[src/rtl/c_demux2_2b_cache.sv]
`default_nettype none
// ============================================================================
//  Module      : c_demux2_2b_cache
//  Description : Two-way drive/free token demultiplexer for the cache control
//                handshake network. Each incoming token is steered by i_sel
//                into one of two one-entry output slots. A single pending
//                register absorbs a token whose target slot is still busy.
//                Upstream receives one o_free pulse per token handed into a
//                slot, plus one initial credit after reset.
//
//  Ports       : clk          - clock, rising edge
//                rst          - synchronous active-high reset
//                i_drive      - upstream token valid pulse
//                i_data       - upstream token payload
//                i_sel        - destination select (0 -> out 0, 1 -> out 1)
//                o_free       - upstream credit pulse
//                o_drive0/1   - token presented on output 0 / 1
//                o_data0/1    - slot payload for output 0 / 1
//                i_free0/1    - downstream 0 / 1 consumed its token
//                o_proto_err  - sticky upstream protocol violation flag
//
//  Revision    : 1.0 - initial release
// ============================================================================
module c_demux2_2b_cache #(
    parameter int DATA_W = 2
) (
    input  logic              clk,
    input  logic              rst,
    input  logic              i_drive,
    input  logic [DATA_W-1:0] i_data,
    input  logic              i_sel,
    output logic              o_free,
    output logic              o_drive0,
    output logic              o_drive1,
    output logic [DATA_W-1:0] o_data0,
    output logic [DATA_W-1:0] o_data1,
    input  logic              i_free0,
    input  logic              i_free1,
    output logic              o_proto_err
);

    // Per-slot state encoding
    localparam logic [1:0] S_EMPTY = 2'd0;
    localparam logic [1:0] S_SEND  = 2'd1;
    localparam logic [1:0] S_WAIT  = 2'd2;

    // Slot state and payload
    logic [1:0]        r_state     [2];
    logic [1:0]        w_state_nxt [2];
    logic [DATA_W-1:0] r_slot_data [2];
    logic              w_drive     [2];

    // Pending register
    logic              r_pend_valid;
    logic              r_pend_sel;
    logic [DATA_W-1:0] r_pend_data;

    // Credit / error registers
    logic              r_free;
    logic              r_credit_given;
    logic              r_proto_err;

    // Acceptance decisions for the current edge
    logic [1:0]        w_free_in;
    logic [1:0]        w_avail;
    logic [1:0]        w_load;
    logic [DATA_W-1:0] w_load_data;
    logic              w_pend_set;
    logic              w_pend_clr;
    logic              w_accept;
    logic              w_err;

    assign w_free_in = {i_free1, i_free0};

    // A slot can take a token at this edge if it is empty, or if its current
    // token is being consumed at this same edge (free in EMPTY is harmless
    // because EMPTY is already available).
    always_comb begin
        for (int i = 0; i < 2; i++) begin
            w_avail[i] = (r_state[i] == S_EMPTY) || w_free_in[i];
        end
    end

    // Token steering. A compliant upstream never drives while pending is
    // valid, so pending and i_drive never compete for a load; if they do,
    // the new token is the one discarded.
    always_comb begin
        w_load      = 2'b00;
        w_load_data = r_pend_data;
        w_pend_set  = 1'b0;
        w_pend_clr  = 1'b0;
        w_accept    = 1'b0;
        w_err       = 1'b0;
        if (r_pend_valid) begin
            if (w_avail[r_pend_sel]) begin
                w_load[r_pend_sel] = 1'b1;
                w_pend_clr         = 1'b1;
                w_accept           = 1'b1;
            end
            if (i_drive) begin
                w_err = 1'b1;
            end
        end else if (i_drive) begin
            w_load_data = i_data;
            if (w_avail[i_sel]) begin
                w_load[i_sel] = 1'b1;
                w_accept      = 1'b1;
            end else begin
                w_pend_set = 1'b1;
            end
        end
    end

    // ------------------------------------------------------------------
    // Slot FSMs: state register
    // ------------------------------------------------------------------
    always_ff @(posedge clk) begin
        for (int i = 0; i < 2; i++) begin
            if (rst) begin
                r_state[i] <= S_EMPTY;
            end else begin
                r_state[i] <= w_state_nxt[i];
            end
        end
    end

    // ------------------------------------------------------------------
    // Slot FSMs: next-state logic
    // ------------------------------------------------------------------
    always_comb begin
        for (int i = 0; i < 2; i++) begin
            w_state_nxt[i] = r_state[i];
            if (w_load[i]) begin
                // Loads only happen when the slot is empty or being freed,
                // so a load always restarts the SEND cycle.
                w_state_nxt[i] = S_SEND;
            end else begin
                case (r_state[i])
                    S_EMPTY: w_state_nxt[i] = S_EMPTY;
                    S_SEND:  w_state_nxt[i] = w_free_in[i] ? S_EMPTY : S_WAIT;
                    S_WAIT:  w_state_nxt[i] = w_free_in[i] ? S_EMPTY : S_WAIT;
                    default: w_state_nxt[i] = S_EMPTY;
                endcase
            end
        end
    end

    // ------------------------------------------------------------------
    // Slot FSMs: output decode
    // ------------------------------------------------------------------
    always_comb begin
        for (int i = 0; i < 2; i++) begin
            w_drive[i] = (r_state[i] == S_SEND);
        end
    end

    // Slot payload: captured on load, otherwise held (including while EMPTY)
    always_ff @(posedge clk) begin
        for (int i = 0; i < 2; i++) begin
            if (rst) begin
                r_slot_data[i] <= '0;
            end else if (w_load[i]) begin
                r_slot_data[i] <= w_load_data;
            end
        end
    end

    // Pending register
    always_ff @(posedge clk) begin
        if (rst) begin
            r_pend_valid <= 1'b0;
            r_pend_sel   <= 1'b0;
            r_pend_data  <= '0;
        end else if (w_pend_set) begin
            r_pend_valid <= 1'b1;
            r_pend_sel   <= i_sel;
            r_pend_data  <= i_data;
        end else if (w_pend_clr) begin
            r_pend_valid <= 1'b0;
        end
    end

    // Credit pulse and sticky error. r_credit_given makes the first edge
    // out of reset emit the single initial credit.
    always_ff @(posedge clk) begin
        if (rst) begin
            r_free         <= 1'b0;
            r_credit_given <= 1'b0;
            r_proto_err    <= 1'b0;
        end else begin
            r_free         <= w_accept || !r_credit_given;
            r_credit_given <= 1'b1;
            if (w_err) begin
                r_proto_err <= 1'b1;
            end
        end
    end

    assign o_free      = r_free;
    assign o_drive0    = w_drive[0];
    assign o_drive1    = w_drive[1];
    assign o_data0     = r_slot_data[0];
    assign o_data1     = r_slot_data[1];
    assign o_proto_err = r_proto_err;

endmodule
`default_nettype wire

[config.mk]
export PLATFORM = sky130hd
export DESIGN_NAME = c_demux2_2b_cache
export DESIGN_NICKNAME = d
export VERILOG_FILES = /design/src/rtl/c_demux2_2b_cache.sv
export SDC_FILE = /design/constraint.sdc
export NUM_CORES = 1
export LEC_CHECK = 0
export BUFFER_PORTS_ARGS = -buffer_cell sky130_fd_sc_hd__buf_2
export CAP_MARGIN = 30
export CORE_UTILIZATION = 49
export DETAILED_ROUTE_END_ITERATION = 7
export PLACE_DENSITY = 0.85
export SLEW_MARGIN = 20
export SYNTH_ARGS = -nofsm -noshare
export SYNTH_HDL_FRONTEND = slang
export SYNTH_SLANG_ARGS = --single-unit
[constraint.sdc]
create_clock -name clk -period 1.7 [get_ports clk]
set_input_delay 0.255 -clock clk [delete_from_list [all_inputs] [get_ports clk]]
set_output_delay 0.255 -clock clk [all_outputs]
set_load 0.01 [all_outputs]
---- Yosys cells after proc, flatten, opt, wreduce, memory -nomap -nowiden ----
Memory sizes are Yosys's and may differ from the RTL's.
Cells that the tools add are included.
W data, S select, Z words.
word-level totals
  output and inout port bits .............. 8
  memory bits (writable) .................. 8
  input bits .............................. 8
  memories kept ........................... 2
  register bits after elaboration ......... 7
  word-level logic and storage cells ...... 76
cells by class
  bitwise logic cells ..................... 4
  multiplexer cells ....................... 45
  $lt $le $gt $ge ......................... 4
  reduce and logical (&&, ||, !) cells .... 11
  equality and inequality tests ........... 4
memory list
  name         words  width  rd ports  clocked after Yosys merged registers in  write ports  RTL line  RTL
  r_slot_data  2      2      2         0                                        2            50        logic [DATA_W-1:0] r_slot_data [2];
  r_state      2      2      2         0                                        2            48        logic [1:0] r_state [2];
operators with widths
  kind                  number
  $mux W2               16
  $mux W1               27
  $eq A2 B1 Y1 const B  2
  $eq A2 B2 Y1 const B  2
  $logic_not A2 Y1      2
  $lt A1 B2 Y1 const B  2
  $or A1 B1 Y1          4
  $reduce_or A2 Y1      2
  $logic_or A1 B1 Y1    3
  $demux W1 S1          2
  $ge A1 B1 Y1 const B  2
  $logic_and A1 B1 Y1   2
  $reduce_bool A2 Y1    1
  $logic_not A1 Y1      1

---- Depth between registers and ports, before layout ----
  depth in word-level cells ............... 11
  depth in mapped cells ................... 6
  mapped depth without buffers ............ 5

---- Least setup slack after synthesis ----
Ideal clock, no wire load.
  path type ............................... register to register
  start point ............................. mem r_state[1][0]
  end point ............................... mem r_slot_data[1][0] (enable)
  required time ........................... 1.402 ns
  arrival ................................. 1.124 ns
  setup slack ............................. 0.278 ns
  cell stages (with the launch flop) ...... 7
  path through ............................ dfxtp_1 inv_1 ha_1 nor2_1 or3_1 buf_2 nand2_1
RTL lines
  element          RTL line
  start, declared  48
  end, declared    50

==> flow_metrics.py <==
metrics = {
    "setup_path": {
        "rr_endpoint": "r_slot_data[1][1]$_SDFFCE_PN0P_",
        "critical_path_buf_inv_count": 1,
        "crit_required_ps": 1710,
        "critPathTopFamily": "simple AND/OR/NAND/NOR gates",
        "startpoint": "r_state[1][1]$_SDFF_PP0_",
        "crit_chain": "inv_1, ha_1, nor2_1, or3_1, nand2_1",
        "critical_path_class": "reg -> reg",
        "critPathArrivalTime_ps": 1530,
        "reg2reg_from": "r_state[1][1]$_SDFF_PP0_",
        "rr_worst_depth": 5,
        "cp-end-kind": "flip-flop",
        "setup.worst_path.start_class": "flip-flop",
        "r2r_setup_slack_ps": 180,
        "critPathMaxStageDelay_ps": 480,
        "crit_slowest_cell": "or3_1",
        "crit_fanout": 6,
    },
    "place": {
        "numPortBuffers": 15,
        "dpl.hpwl_microns": 846.3,
        "gp_congestion": 0.8356,
    },
    "timing": {
        "fmax_ghz": 0.6577,
        "grt_setup_unrepaired": "false",
        "setup_viol": 0,
        "min_period_over_period_pct": 89.44,
        "fin_skew_ps": 2.892,
        "finalSetupTns_ps": 0,
        "worstMarginPinSlew_ps": 437.7,
        "fin_hold_ws_ps": 211.2,
        "period_needed_ps": 1521,
        "final_max_slew_viol_count": 0,
        "relSlewSlack_pct": 70.82,
        "hold_viol_final": 0,
    },
    "die": {
        "die_area_sq_mm": 0.001486,
        "row_count": 12,
        "ios": 16,
        "core_area_sq_mm": 0.001171,
        "die_w_microns": 38.55,
        "die_height_microns": 38.55,
        "start_util_pct": 55.88,
    },
    "clock_tree": {
        "cts_buffers": 3,
        "cts.clk_slew.worst_paths_ps": 90,
        "cts_resized": 0,
        "cts_buffer_depth": 2,
        "cts_setup_buffers": 0,
        "cts_tree": "built",
        "clkSinkCount": 15,
        "cts_hold_buffers": 0,
        "worstSkewPairLatency_ps": 290,
        "cts-root-buf": "clkbuf_4",
        "htreeDepth": 1,
    },
    "global_routing": {
        "grt_usage_pct": 19.44,
        "grt_max_degree": 12,
        "grt_pass1_vias": 451,
        "grt_pass1_wl_microns": 1863,
        "grt_overflow_total": 0,
        "antenna_found_initial": 0,
    },
    "power_and_ir_drop": {
        "p_leak_nw": 0.3279,
        "ir_drop_v": 0.0006212,
        "p_per_area_mw_per_mm2": 872.9,
    },
    "min_path": {
        "min_path_cells": 3,
        "hold_path.class": "in -> reg",
        "hold_end": "r_pend_data[1]$_SDFFE_PP0P_",
        "hp-start": "i_data[1]",
    },
    "layout": {
        "fillCellCount": 108,
        "regArea_sq_um": 340.3,
        "diodes": 0,
        "multiInputGateArea_sq_um": 286.5,
        "syn_to_final_growth_pct": 17.02,
        "layout.nets": 94,
        "drive_gt1_share_pct": 25.93,
    },
    "logic_synthesis": {
        "synth.distinct_cells": 21,
        "synth_seq_cells": 15,
        "syn-num-nets": 76,
        "syn_inst": 64,
        "avgSynthCellArea_sq_um": 10.22,
        "ys_warn_count": 0,
        "seq_area_frac_synth_pct": 52.01,
        "synth_area_sq_um": 654.4,
    },
    "detailed_routing": {
        "drtPass1Iterations": 3,
        "drc": 0,
        "wl_microns": 1133,
        "viasPerCell": 5.368,
        "num_vias": 510,
        "wl_per_cell_microns": 11.93,
        "final_antenna_net_count": 0,
        "first_iter_violations": 13,
    },
    "outcome": {
        "status": "completed",
    },
    "run": {
        "drv_cap": 0,
    },
}
==> cell usage after synthesis (all sizes together) <==
| cell type | number | area (sq um) |
|---|---|---|
| dfxtp | 11 | 220.2 |
| nand2 | 6 | 22.52 |
| nor3 | 6 | 40.04 |
| a21oi | 4 | 20.02 |
| edfxtp | 4 | 120.1 |
| ha | 4 | 50.05 |
| inv | 4 | 15.01 |
| mux2i | 4 | 40.04 |
| nor2 | 4 | 15.01 |
| nor3b | 3 | 22.52 |
| and4b | 2 | 20.02 |
| nor2b | 2 | 12.51 |
| o21a | 2 | 15.01 |
| o21ai | 2 | 10.01 |
| a31oi | 1 | 6.260 |
| buf | 1 | 5.000 |
| clkbuf | 1 | 3.750 |
| clkinv | 1 | 3.750 |
| o22ai | 1 | 6.260 |
| or3 | 1 | 6.260 |
==> worst register-to-register path: stages (launching register included) <==
cell and delay [ps]:
dfxtp_1 310, inv_1 60, ha_1 190, nor2_1 50, or3_1 480, nand2_1 150
==> worst max path at each step <==
stage                                      endpoint  slack (ps)  cells past startpoint
finish              r_slot_data[1][1]$_SDFFCE_PN0P_         180                      5
global route        r_slot_data[1][1]$_SDFFCE_PN0P_         100                      5
CTS                 r_slot_data[1][1]$_SDFFCE_PN0P_         180                      5
detailed placement  r_slot_data[1][1]$_SDFFCE_PN0P_         210                      5
global placement    r_slot_data[1][0]$_SDFFCE_PN0P_         250                      5
floorplan           r_slot_data[1][0]$_SDFFCE_PN0P_         280                      6
==> kinds of logic (layout without fill, tap and decap cells) <==
family                   after synthesis  in the layout  share of synthesized area, %
AO/OA/AOI/OAI                         10             10                         8.796
adder cells (fa/ha/maj)                4              4                         7.648
buffers and inverters                  7             24                         4.204
flip-flops                            15             15                         52.01
multiplexers                           4              4                         6.119
AND/OR/NAND/NOR                       24             24                         21.22
==> cells in the final DEF (no fill, tap or decap), types with 3 or more instances in the layout <==
cell type / n
a21oi_1: 4
buf_2: 15
clkbuf_4: 3
dfxtp_1: 11
edfxtp_1: 4
ha_1: 4
inv_1: 4
mux2i_1: 4
nand2_1: 6
nor2_1: 4
nor3_1: 4
nor3b_1: 3
==> sequential cells by signal, indices dropped and copies added (netlist names) <==
register / flops
r_credit_given: 1
r_slot_data: 4
o_proto_err: 1
r_pend_data: 2
r_pend_sel: 1
o_free: 1
r_state: 4
r_pend_valid: 1
==> power by group <==
group / internal (W) / switching (W) / leakage (nW)
registers: 0.000382 / 0.00000562 / 0.133
clock network: 0.0000875 / 0.000117 / 0.0177
logic: 0.0000301 / 0.0000461 / 0.178
total: 0.000499 / 0.000169 / 0.328
==> layout make-up <==
type	count	share of cell area, %
Clock inverter	1	0.6536
Clock buffer	3	2.941
Inverter	5	2.451
Sequential cell	15	44.44
Timing Repair Buffer	15	9.804
Multi-Input combinational cell	42	37.42
Tap cell	14	2.288
==> layer usage <==
| metal | up-vias | GRT usage [%] | part of all wire (%) |
|---|---|---|---|
| met5 | - | 0 | 0 |
| met4 | 0 | 15.52 | 3.7 |
| met3 | 5 | 3.488 | 3.8 |
| met2 | 15 | 31.67 | 46 |
| met1 | 232 | 21.85 | 46 |
| li1 | 258 | - | - |
==> metrics by stage <==
stage	power (W)	utilization [%]	std cells	area, sq um	worst slack (ps)
2_1_floorplan	0.0004425	-	64	654.4	278.4
3_3_place_gp	0.0004678	63.03	91	738.2	245.2
3_5_place_dp	0.0004712	63.03	91	738.2	206.9
4_1_cts	0.0006672	65.38	95	765.7	182.6
5_1_grt	0.0006934	65.38	95	765.7	102.8
6_report	0.0006684	65.38	95	765.7	179.5
(Power assumes the default switching activity.)
